==> config.mk <==
export PLATFORM = sky130hd
export DESIGN_NAME = axis_msg_len_tracker_flat
export DESIGN_NICKNAME = d
export VERILOG_FILES = /design/src/rtl/axis_msg_len_tracker_pkg.sv /design/src/rtl/axis_msg_len_tracker_if.sv /design/src/rtl/axis_msg_len_tracker_fifo.sv /design/src/rtl/axis_msg_len_tracker.sv /design/src/flat_wrapper.sv
export SDC_FILE = /design/constraint.sdc
export NUM_CORES = 1
export LEC_CHECK = 0
export ABC_AREA = 1
export BUFFER_PORTS_ARGS = -buffer_cell sky130_fd_sc_hd__buf_2
export CAP_MARGIN = 0
export CORE_ASPECT_RATIO = 1.5
export CORE_UTILIZATION = 50
export DETAILED_ROUTE_END_ITERATION = 12
export PLACE_DENSITY_LB_ADDON = 0.15
export SYNTH_ARGS = -nofsm -noshare
export SYNTH_HDL_FRONTEND = slang
export SYNTH_HIERARCHICAL = 1
export SYNTH_SLANG_ARGS = --single-unit
==> constraint.sdc <==
create_clock -name clk -period 3.7 [get_ports clk]
set_input_delay 0.555 -clock clk [delete_from_list [all_inputs] [get_ports clk]]
set_output_delay 0.555 -clock clk [all_outputs]
set_load 0.005 [all_outputs]
==> src/rtl/axis_msg_len_tracker_pkg.sv <==
// Shared types for the AXI-Stream message length tracker: the record
// layout at default widths, the channel-field width and the counting-mode encodings.
package msg_len_pkg;

  localparam int DEF_NUM_CHANNELS = 4;
  localparam int DEF_COUNT_W      = 16;
  localparam int CHAN_W           = $clog2(DEF_NUM_CHANNELS);

  typedef enum logic {
    COUNT_BEATS = 1'b0,
    COUNT_BYTES = 1'b1
  } count_mode_e;

  typedef struct packed {
    logic [CHAN_W-1:0]      chan;
    logic [DEF_COUNT_W-1:0] len;
    logic                   forced;
    logic                   sat;
  } msg_rec_t;

endpackage

==> src/rtl/axis_msg_len_tracker_if.sv <==
// Bundles the monitored AXI-Stream sideband and the record read port.
// The master side drives the stream and consumes records; the slave side is the tracker.
interface axis_msg_len_tracker_if #(
  parameter int NUM_CHANNELS = 4,
  parameter int DATA_BYTES   = 8,
  parameter int COUNT_W      = 16
);

  localparam int CHAN_W = (NUM_CHANNELS > 1) ? $clog2(NUM_CHANNELS) : 1;

  logic                  s_tvalid;
  logic                  s_tready;
  logic                  s_tlast;
  logic [DATA_BYTES-1:0] s_tkeep;
  logic [CHAN_W-1:0]     s_tdest;

  logic                  rec_valid;
  logic                  rec_ready;
  logic [CHAN_W-1:0]     rec_chan;
  logic [COUNT_W-1:0]    rec_len;
  logic                  rec_forced;
  logic                  rec_sat;

  modport master (
    output s_tvalid, s_tready, s_tlast, s_tkeep, s_tdest, rec_ready,
    input  rec_valid, rec_chan, rec_len, rec_forced, rec_sat
  );

  modport slave (
    input  s_tvalid, s_tready, s_tlast, s_tkeep, s_tdest, rec_ready,
    output rec_valid, rec_chan, rec_len, rec_forced, rec_sat
  );

endinterface

==> src/rtl/axis_msg_len_tracker_fifo.sv <==
// First-word-fall-through record FIFO. A push into a full FIFO is taken only
// when a pop happens in the same cycle; clear empties it synchronously.
module msg_rec_fifo
  import msg_len_pkg::*;
#(
  parameter int  DEPTH = 8,
  parameter type T     = msg_rec_t
) (
  input  logic clk,
  input  logic rst,
  input  logic clear,
  input  logic push,
  input  T     wr_data,
  input  logic pop,
  output T     rd_data,
  output logic full,
  output logic empty
);

  localparam int AW = $clog2(DEPTH);

  T              mem [DEPTH];
  logic [AW:0]   wr_ptr;
  logic [AW:0]   rd_ptr;
  logic          wr_en;
  logic          rd_en;

  // Pointers carry one wrap bit so full and empty are distinguishable
  assign empty = (wr_ptr == rd_ptr);
  assign full  = (wr_ptr[AW] != rd_ptr[AW]) && (wr_ptr[AW-1:0] == rd_ptr[AW-1:0]);
  assign wr_en = push && (!full || pop);
  assign rd_en = pop && !empty;

  assign rd_data = empty ? T'('0) : mem[rd_ptr[AW-1:0]];

  always_ff @(posedge clk or negedge rst) begin
    if (!rst) begin
      wr_ptr <= '0;
      rd_ptr <= '0;
    end else if (clear) begin
      wr_ptr <= '0;
      rd_ptr <= '0;
    end else begin
      if (wr_en) wr_ptr <= wr_ptr + (AW+1)'(1);
      if (rd_en) rd_ptr <= rd_ptr + (AW+1)'(1);
    end
  end

  always_ff @(posedge clk or negedge rst) begin
    if (!rst) begin
      for (int i = 0; i < DEPTH; i++) mem[i] <= T'('0);
    end else if (wr_en && !clear) begin
      mem[wr_ptr[AW-1:0]] <= wr_data;
    end
  end

endmodule

==> src/rtl/axis_msg_len_tracker.sv <==
// Passive AXI-Stream monitor: per-destination message length counters (beats or
// bytes), closing on tlast or a programmable maximum, with records queued in a FIFO.
module axis_msg_len_tracker
  import msg_len_pkg::*;
#(
  parameter int NUM_CHANNELS = 4,
  parameter int DATA_BYTES   = 8,
  parameter int COUNT_W      = 16,
  parameter int FIFO_DEPTH   = 8
) (
  input  logic                 clk,
  input  logic                 rst,
  axis_msg_len_tracker_if.slave bus,
  input  logic                 clear,
  input  logic                 count_mode,
  input  logic [COUNT_W-1:0]   max_len,
  output logic [7:0]           drop_count,
  output logic                 overflow
);

  localparam int TDEST_W = (NUM_CHANNELS > 1) ? $clog2(NUM_CHANNELS) : 1;

  typedef struct packed {
    logic [TDEST_W-1:0] chan;
    logic [COUNT_W-1:0] len;
    logic               forced;
    logic               sat;
  } rec_t;

  logic [COUNT_W-1:0] cnt [NUM_CHANNELS];
  count_mode_e        mode;
  logic               chan_ok;
  logic               beat;
  logic [COUNT_W:0]   inc;
  logic [COUNT_W:0]   cur;
  logic [COUNT_W:0]   sum;
  logic               sat;
  logic [COUNT_W-1:0] len;
  logic               limit_hit;
  logic               close;
  logic               forced;
  logic               push;
  logic               pop;
  logic               dropped;
  logic               fifo_full;
  logic               fifo_empty;
  rec_t               wr_rec;
  rec_t               head;

  assign mode    = count_mode_e'(count_mode);
  assign chan_ok = ({1'b0, bus.s_tdest} < (TDEST_W+1)'(NUM_CHANNELS));
  assign beat    = bus.s_tvalid && bus.s_tready && chan_ok;

  // Byte mode adds the popcount of tkeep; an all-zero keep still forms a beat
  always_comb begin
    inc = '0;
    if (mode == COUNT_BYTES) begin
      for (int i = 0; i < DATA_BYTES; i++) begin
        inc = inc + {{COUNT_W{1'b0}}, bus.s_tkeep[i]};
      end
    end else begin
      inc = {{COUNT_W{1'b0}}, 1'b1};
    end
  end

  assign cur       = chan_ok ? {1'b0, cnt[bus.s_tdest]} : '0;
  assign sum       = cur + inc;
  assign sat       = sum[COUNT_W];
  assign len       = sat ? '1 : sum[COUNT_W-1:0];
  assign limit_hit = (max_len != '0) && (sum >= {1'b0, max_len});
  assign close     = beat && (bus.s_tlast || limit_hit);
  assign forced    = close && !bus.s_tlast;

  always_ff @(posedge clk or negedge rst) begin
    if (!rst) begin
      for (int c = 0; c < NUM_CHANNELS; c++) cnt[c] <= '0;
    end else if (clear) begin
      for (int c = 0; c < NUM_CHANNELS; c++) cnt[c] <= '0;
    end else if (beat) begin
      cnt[bus.s_tdest] <= close ? '0 : len;
    end
  end

  assign push    = close && !clear;
  assign pop     = bus.rec_valid && bus.rec_ready;
  assign dropped = push && fifo_full && !pop;

  always_comb begin
    wr_rec        = '0;
    wr_rec.chan   = bus.s_tdest;
    wr_rec.len    = len;
    wr_rec.forced = forced;
    wr_rec.sat    = sat;
  end

  msg_rec_fifo #(
    .DEPTH (FIFO_DEPTH),
    .T     (rec_t)
  ) u_fifo (
    .clk     (clk),
    .rst     (rst),
    .clear   (clear),
    .push    (push),
    .wr_data (wr_rec),
    .pop     (pop),
    .rd_data (head),
    .full    (fifo_full),
    .empty   (fifo_empty)
  );

  assign bus.rec_valid  = !fifo_empty;
  assign bus.rec_chan   = head.chan;
  assign bus.rec_len    = head.len;
  assign bus.rec_forced = head.forced;
  assign bus.rec_sat    = head.sat;

  // Loss accounting saturates so a long stall cannot wrap back to a small number
  always_ff @(posedge clk or negedge rst) begin
    if (!rst) begin
      drop_count <= '0;
      overflow   <= 1'b0;
    end else if (clear) begin
      drop_count <= '0;
      overflow   <= 1'b0;
    end else if (dropped) begin
      if (drop_count != 8'hFF) drop_count <= drop_count + 8'd1;
      overflow <= 1'b1;
    end
  end

endmodule

==> src/flat_wrapper.sv <==
// flat-port wrapper written by rule: the top's interface ports become plain ports
module axis_msg_len_tracker_flat import msg_len_pkg::*;
#(
  parameter int NUM_CHANNELS = 4,
  parameter int DATA_BYTES   = 8,
  parameter int COUNT_W      = 16,
  parameter int FIFO_DEPTH   = 8
)
  (clk, rst, clear, count_mode, max_len, drop_count, overflow, bus_s_tvalid, bus_s_tready, bus_s_tlast, bus_s_tkeep, bus_s_tdest, bus_rec_ready, bus_rec_valid, bus_rec_chan, bus_rec_len, bus_rec_forced, bus_rec_sat);
  axis_msg_len_tracker_if #(.NUM_CHANNELS(NUM_CHANNELS), .DATA_BYTES(DATA_BYTES), .COUNT_W(COUNT_W)) bus_i ();
  input  logic clk;
  input  logic rst;
  input  logic clear;
  input  logic count_mode;
  input  logic [COUNT_W-1:0] max_len;
  output logic [7:0] drop_count;
  output logic overflow;
  input wire logic [$bits(bus_i.s_tvalid)-1:0] bus_s_tvalid;
  input wire logic [$bits(bus_i.s_tready)-1:0] bus_s_tready;
  input wire logic [$bits(bus_i.s_tlast)-1:0] bus_s_tlast;
  input wire logic [$bits(bus_i.s_tkeep)-1:0] bus_s_tkeep;
  input wire logic [$bits(bus_i.s_tdest)-1:0] bus_s_tdest;
  input wire logic [$bits(bus_i.rec_ready)-1:0] bus_rec_ready;
  output wire logic [$bits(bus_i.rec_valid)-1:0] bus_rec_valid;
  output wire logic [$bits(bus_i.rec_chan)-1:0] bus_rec_chan;
  output wire logic [$bits(bus_i.rec_len)-1:0] bus_rec_len;
  output wire logic [$bits(bus_i.rec_forced)-1:0] bus_rec_forced;
  output wire logic [$bits(bus_i.rec_sat)-1:0] bus_rec_sat;
  assign bus_i.s_tvalid = bus_s_tvalid;
  assign bus_i.s_tready = bus_s_tready;
  assign bus_i.s_tlast = bus_s_tlast;
  assign bus_i.s_tkeep = bus_s_tkeep;
  assign bus_i.s_tdest = bus_s_tdest;
  assign bus_i.rec_ready = bus_rec_ready;
  assign bus_rec_valid = bus_i.rec_valid;
  assign bus_rec_chan = bus_i.rec_chan;
  assign bus_rec_len = bus_i.rec_len;
  assign bus_rec_forced = bus_i.rec_forced;
  assign bus_rec_sat = bus_i.rec_sat;
  axis_msg_len_tracker #(.NUM_CHANNELS(NUM_CHANNELS), .DATA_BYTES(DATA_BYTES), .COUNT_W(COUNT_W), .FIFO_DEPTH(FIFO_DEPTH)) u_core (.clk(clk), .rst(rst), .bus(bus_i), .clear(clear), .count_mode(count_mode), .max_len(max_len), .drop_count(drop_count), .overflow(overflow));
endmodule
==> results.md <==
- Worst VDD drop: 0.360 mV
- Xor and xnor area share after synthesis: 0.0119
- WP buf/inv: 8
- Vias per cell: 5.40
- GRT Util Overall: 0.305
- Violated checks: negative setup slack
- Mapped Cells: approximately 1800
- Vias in the first global route: between 10000 and 15000
- Syn_nets: around 1800
- Commonest non-fill, non-tap cell in the layout: nand2_1
- CTS Sinks: between 200 and 250
- Status: complete, but fails checks
- Final setup violation count: roughly 240
- Leakage: around 8.6 nW
- Final WL: 40800 µm
- Post-DR wirelength/cell: between 15 and 20 µm
- Fin crit period: between 5000 and 6000 ps
- Post-synth EDFFs: 0
- Die width: 135 µm
- CP arrival: 6310 ps
- CP Capture Type: flop
- Largest family of logic cells by synthesized area: simple AND/OR/NAND/NOR gates
- CTS tree: yes
- Vias: between 10000 and 15000
- I/O pin count: 64
- WS Path Type: primary input to flop
- Post-Synth Simple-Gate Area: 0.328
- Power density over the cells: ~370 nW/µm²
- Hold WS: 38.8 ps
- Netlist Area Pre-Place: 13200 µm²
- Type of origin of the critical path: primary input
- Largest net degree at the start of global routing: just over 100
- Unique masters post-synth: 42
- Slowest CP cell: fa_1
- DRC errors left: 0
- Most frequent cells in the layout: nand2_1, dfrtp_1, nor2_1, o21ai_0, buf_4
- WP data required: roughly 4200 ps
- Clk_lat worst skew: roughly 530 ps
- Dpl cell area: approximately 14000 µm²
- Max stage delay on crit path: about 540 ps
- Worst relative slew slack: 0.265
- Root Driver: clkbuf_16
- Post-synthesis mux area share: 0
- Area grow syn2layout: 21.5%
- Post-Synth Adder-Cell Area: 0.0321
- Final worst path period share: 1.58
- Nets: between 1500 and 2000
- First-pass GRT wire length: roughly 65000 µm
- RSZ-0062 raised after global routing: true
- Starting DRC count in detailed routing: 950
- Crit-path max FO: 5
- Iteration count of the initial detailed-routing pass: 5
- GPL Wtd Cong: about 0.91
- Actual slew at the worst max-slew pin: between 1000 and 1500 ps
- Fmax: about 170 MHz
- Port bufs: 63
- Final setup margin: -2150 ps
- Post-synthesis compound-gate area fraction: 0.0937
- Place WS: -2960 ps
- Htree depth: 1
- Post-synth ARST share: 1.00
- Initial core utilization: 0.512
- Clock skew: between 10 and 15 ps
- Fin. Hold Viols: 0
- Hold Crit Class: primary input to async pin
- Row count: 72
- ANT cells: 0
- Post-Layout Inst Area: 16100 µm²
- Max Buffers Root-to-Sink: 3
- #FFs+latches synth: around 240
- Slew Viols, Final: 0
- Antenna violations before repair: 0
- Post-CTS Hold Buffers: 0
- Core box area: around 26000 µm²
- Mean Syn Cell Area: around 7.5 µm²
- Number of fill cells: 2286
- Detail Placement HPWL: roughly 26000 µm
- Max-Cap Viols: 0
- CP top delay family: adder cells
- Chip Height: about 200 µm
- Clock-pin transition on the worst setup and hold timing paths: roughly 60 ps
- Share of layout cells above drive strength 1: 0.219
- Prevailing post-synth register cell: dfrtp_1
- CP dominant cell by count: nand2_1
- TritonCTS Buffers: 24
- Die ar.: about 27000 µm²
- Gr ovfl total: 0
- Yosys warning total: 6
- Final ANT Viol Nets: 0
- Seq/Total Area, Yosys: 0.456
[power by group]
part / switching [W] / internal, W
combinational: 0.000396 / 0.000219
sequential: 0.0000242 / 0.00268
clock: 0.00106 / 0.00158
[cells in the mapped netlist (3+ instances only)]
cell	count	area share
nor2_1	175	0.050
nor4_1	5	0.0024
buf_2	42	0.016
inv_1	102	0.029
a21oi_1	14	0.0053
clkbuf_1	31	0.0088
nand3_1	52	0.020
nand3b_1	3	0.0017
dfrtp_1	241	0.46
fa_1	5	0.0076
o21ai_0	173	0.065
a22oi_1	5	0.0028
o22ai_1	5	0.0024
nand2_1	684	0.19
a31oi_1	20	0.0095
nand4_1	13	0.0061
nor2_4	10	0.0085
buf_1	9	0.0026
buf_6	20	0.017
nor3_1	11	0.0042
o21ai_1	7	0.0026
nand2_2	70	0.033
or2_2	3	0.0014
inv_2	5	0.0014
xor2_1	14	0.0093
ha_1	26	0.025
buf_4	5	0.0028
xnor2_1	4	0.0026
[stage by stage]
stage / setup TNS, ps / utilization / instances / total power [W]
floorplan: -501470 / - / 1771 / 0.00305
global placement: -655880 / 0.561 / 2173 / 0.00331
detailed placement: -669110 / 0.561 / 2173 / 0.00332
CTS: -464960 / 0.614 / 2250 / 0.00598
global route: -539340 / 0.622 / 2256 / 0.00617
finish: -474890 / 0.622 / 2256 / 0.00596
[sequential cells by signal, indices dropped and copies added, names as in the netlist]
name and count:
u_core/u_fifo/mem 160, u_core/u_fifo/rd_ptr 4, u_core/cnt 64, u_core/overflow 1, u_core/drop_count 8, u_core/u_fifo/wr_ptr 4
[kinds of logic (layout without fill, tap and decap cells)]
| kind of cell | Yosys count | after routing |
|---|---|---|
| simple gates | 1034 | 1035 |
| compound gates | 232 | 232 |
| xor+xnor | 18 | 18 |
| buf+inv | 215 | 366 |
| flops | 241 | 241 |
| fa+ha+maj | 31 | 31 |
[worst reg2reg max path, delay by kind of cell, from the launching register on]
kind,cells,cell delay [ps]
flops,1,380
compound gates,3,470
fa+ha+maj,3,940
simple gates,20,1510
buf+inv,6,840
xor+xnor,1,180
[worst paths after layout]
| check | startpoint | endpoint | slack [ps] | depth (start not counted) |
|---|---|---|---|---|
| hold reg to reg | u_core/u_fifo/mem[122] | u_core/u_fifo/mem[122] | 470 | 2 |
| max in group asynchronous | rst | u_core/cnt[25] | 2620 | 2 |
| hold / removal | rst | u_core/u_fifo/mem[84] | 40 | 1 |
| setup / recovery | bus_s_tkeep[3] | u_core/u_fifo/mem[147] | -2150 | 41 |
| min in group clk | u_core/u_fifo/mem[122] | u_core/u_fifo/mem[122] | 470 | 2 |
| setup reg to reg | u_core/cnt[48] | u_core/u_fifo/mem[147] | -690 | 33 |
[routing by layer]
layer,track usage,up-vias,routed length [µm]
li1,-,5834,-
met1,0.370,5790,15900
met2,0.528,418,20200
met3,0.0295,138,2160
met4,0.165,0,2450
met5,0,-,0
[final cells by class]
type | count | area (µm²) | share of cell area
Timing Repair Buffer | 215 | 1920 | 0.119
Clock inverter | 11 | 133 | 0.00825
Sequential cell | 241 | 6030 | 0.375
Inverter | 107 | 409 | 0.0254
Multi-Input combinational cell | 1316 | 6450 | 0.401
Tap cell | 333 | 417 | 0.0259
Clock buffer | 33 | 726 | 0.0451
[repair_timing]
| item | 4_1_cts | 5_1_grt |
|---|---|---|
| pin swaps | 20 | 12 |
| setup endpoints to repair | 237 | 237 |
| resized for setup | 52 | 56 |
| gates cloned | 4 | 4 |
| buffers inserted | 29 | 8 |
(Power assumes the default switching activity.)
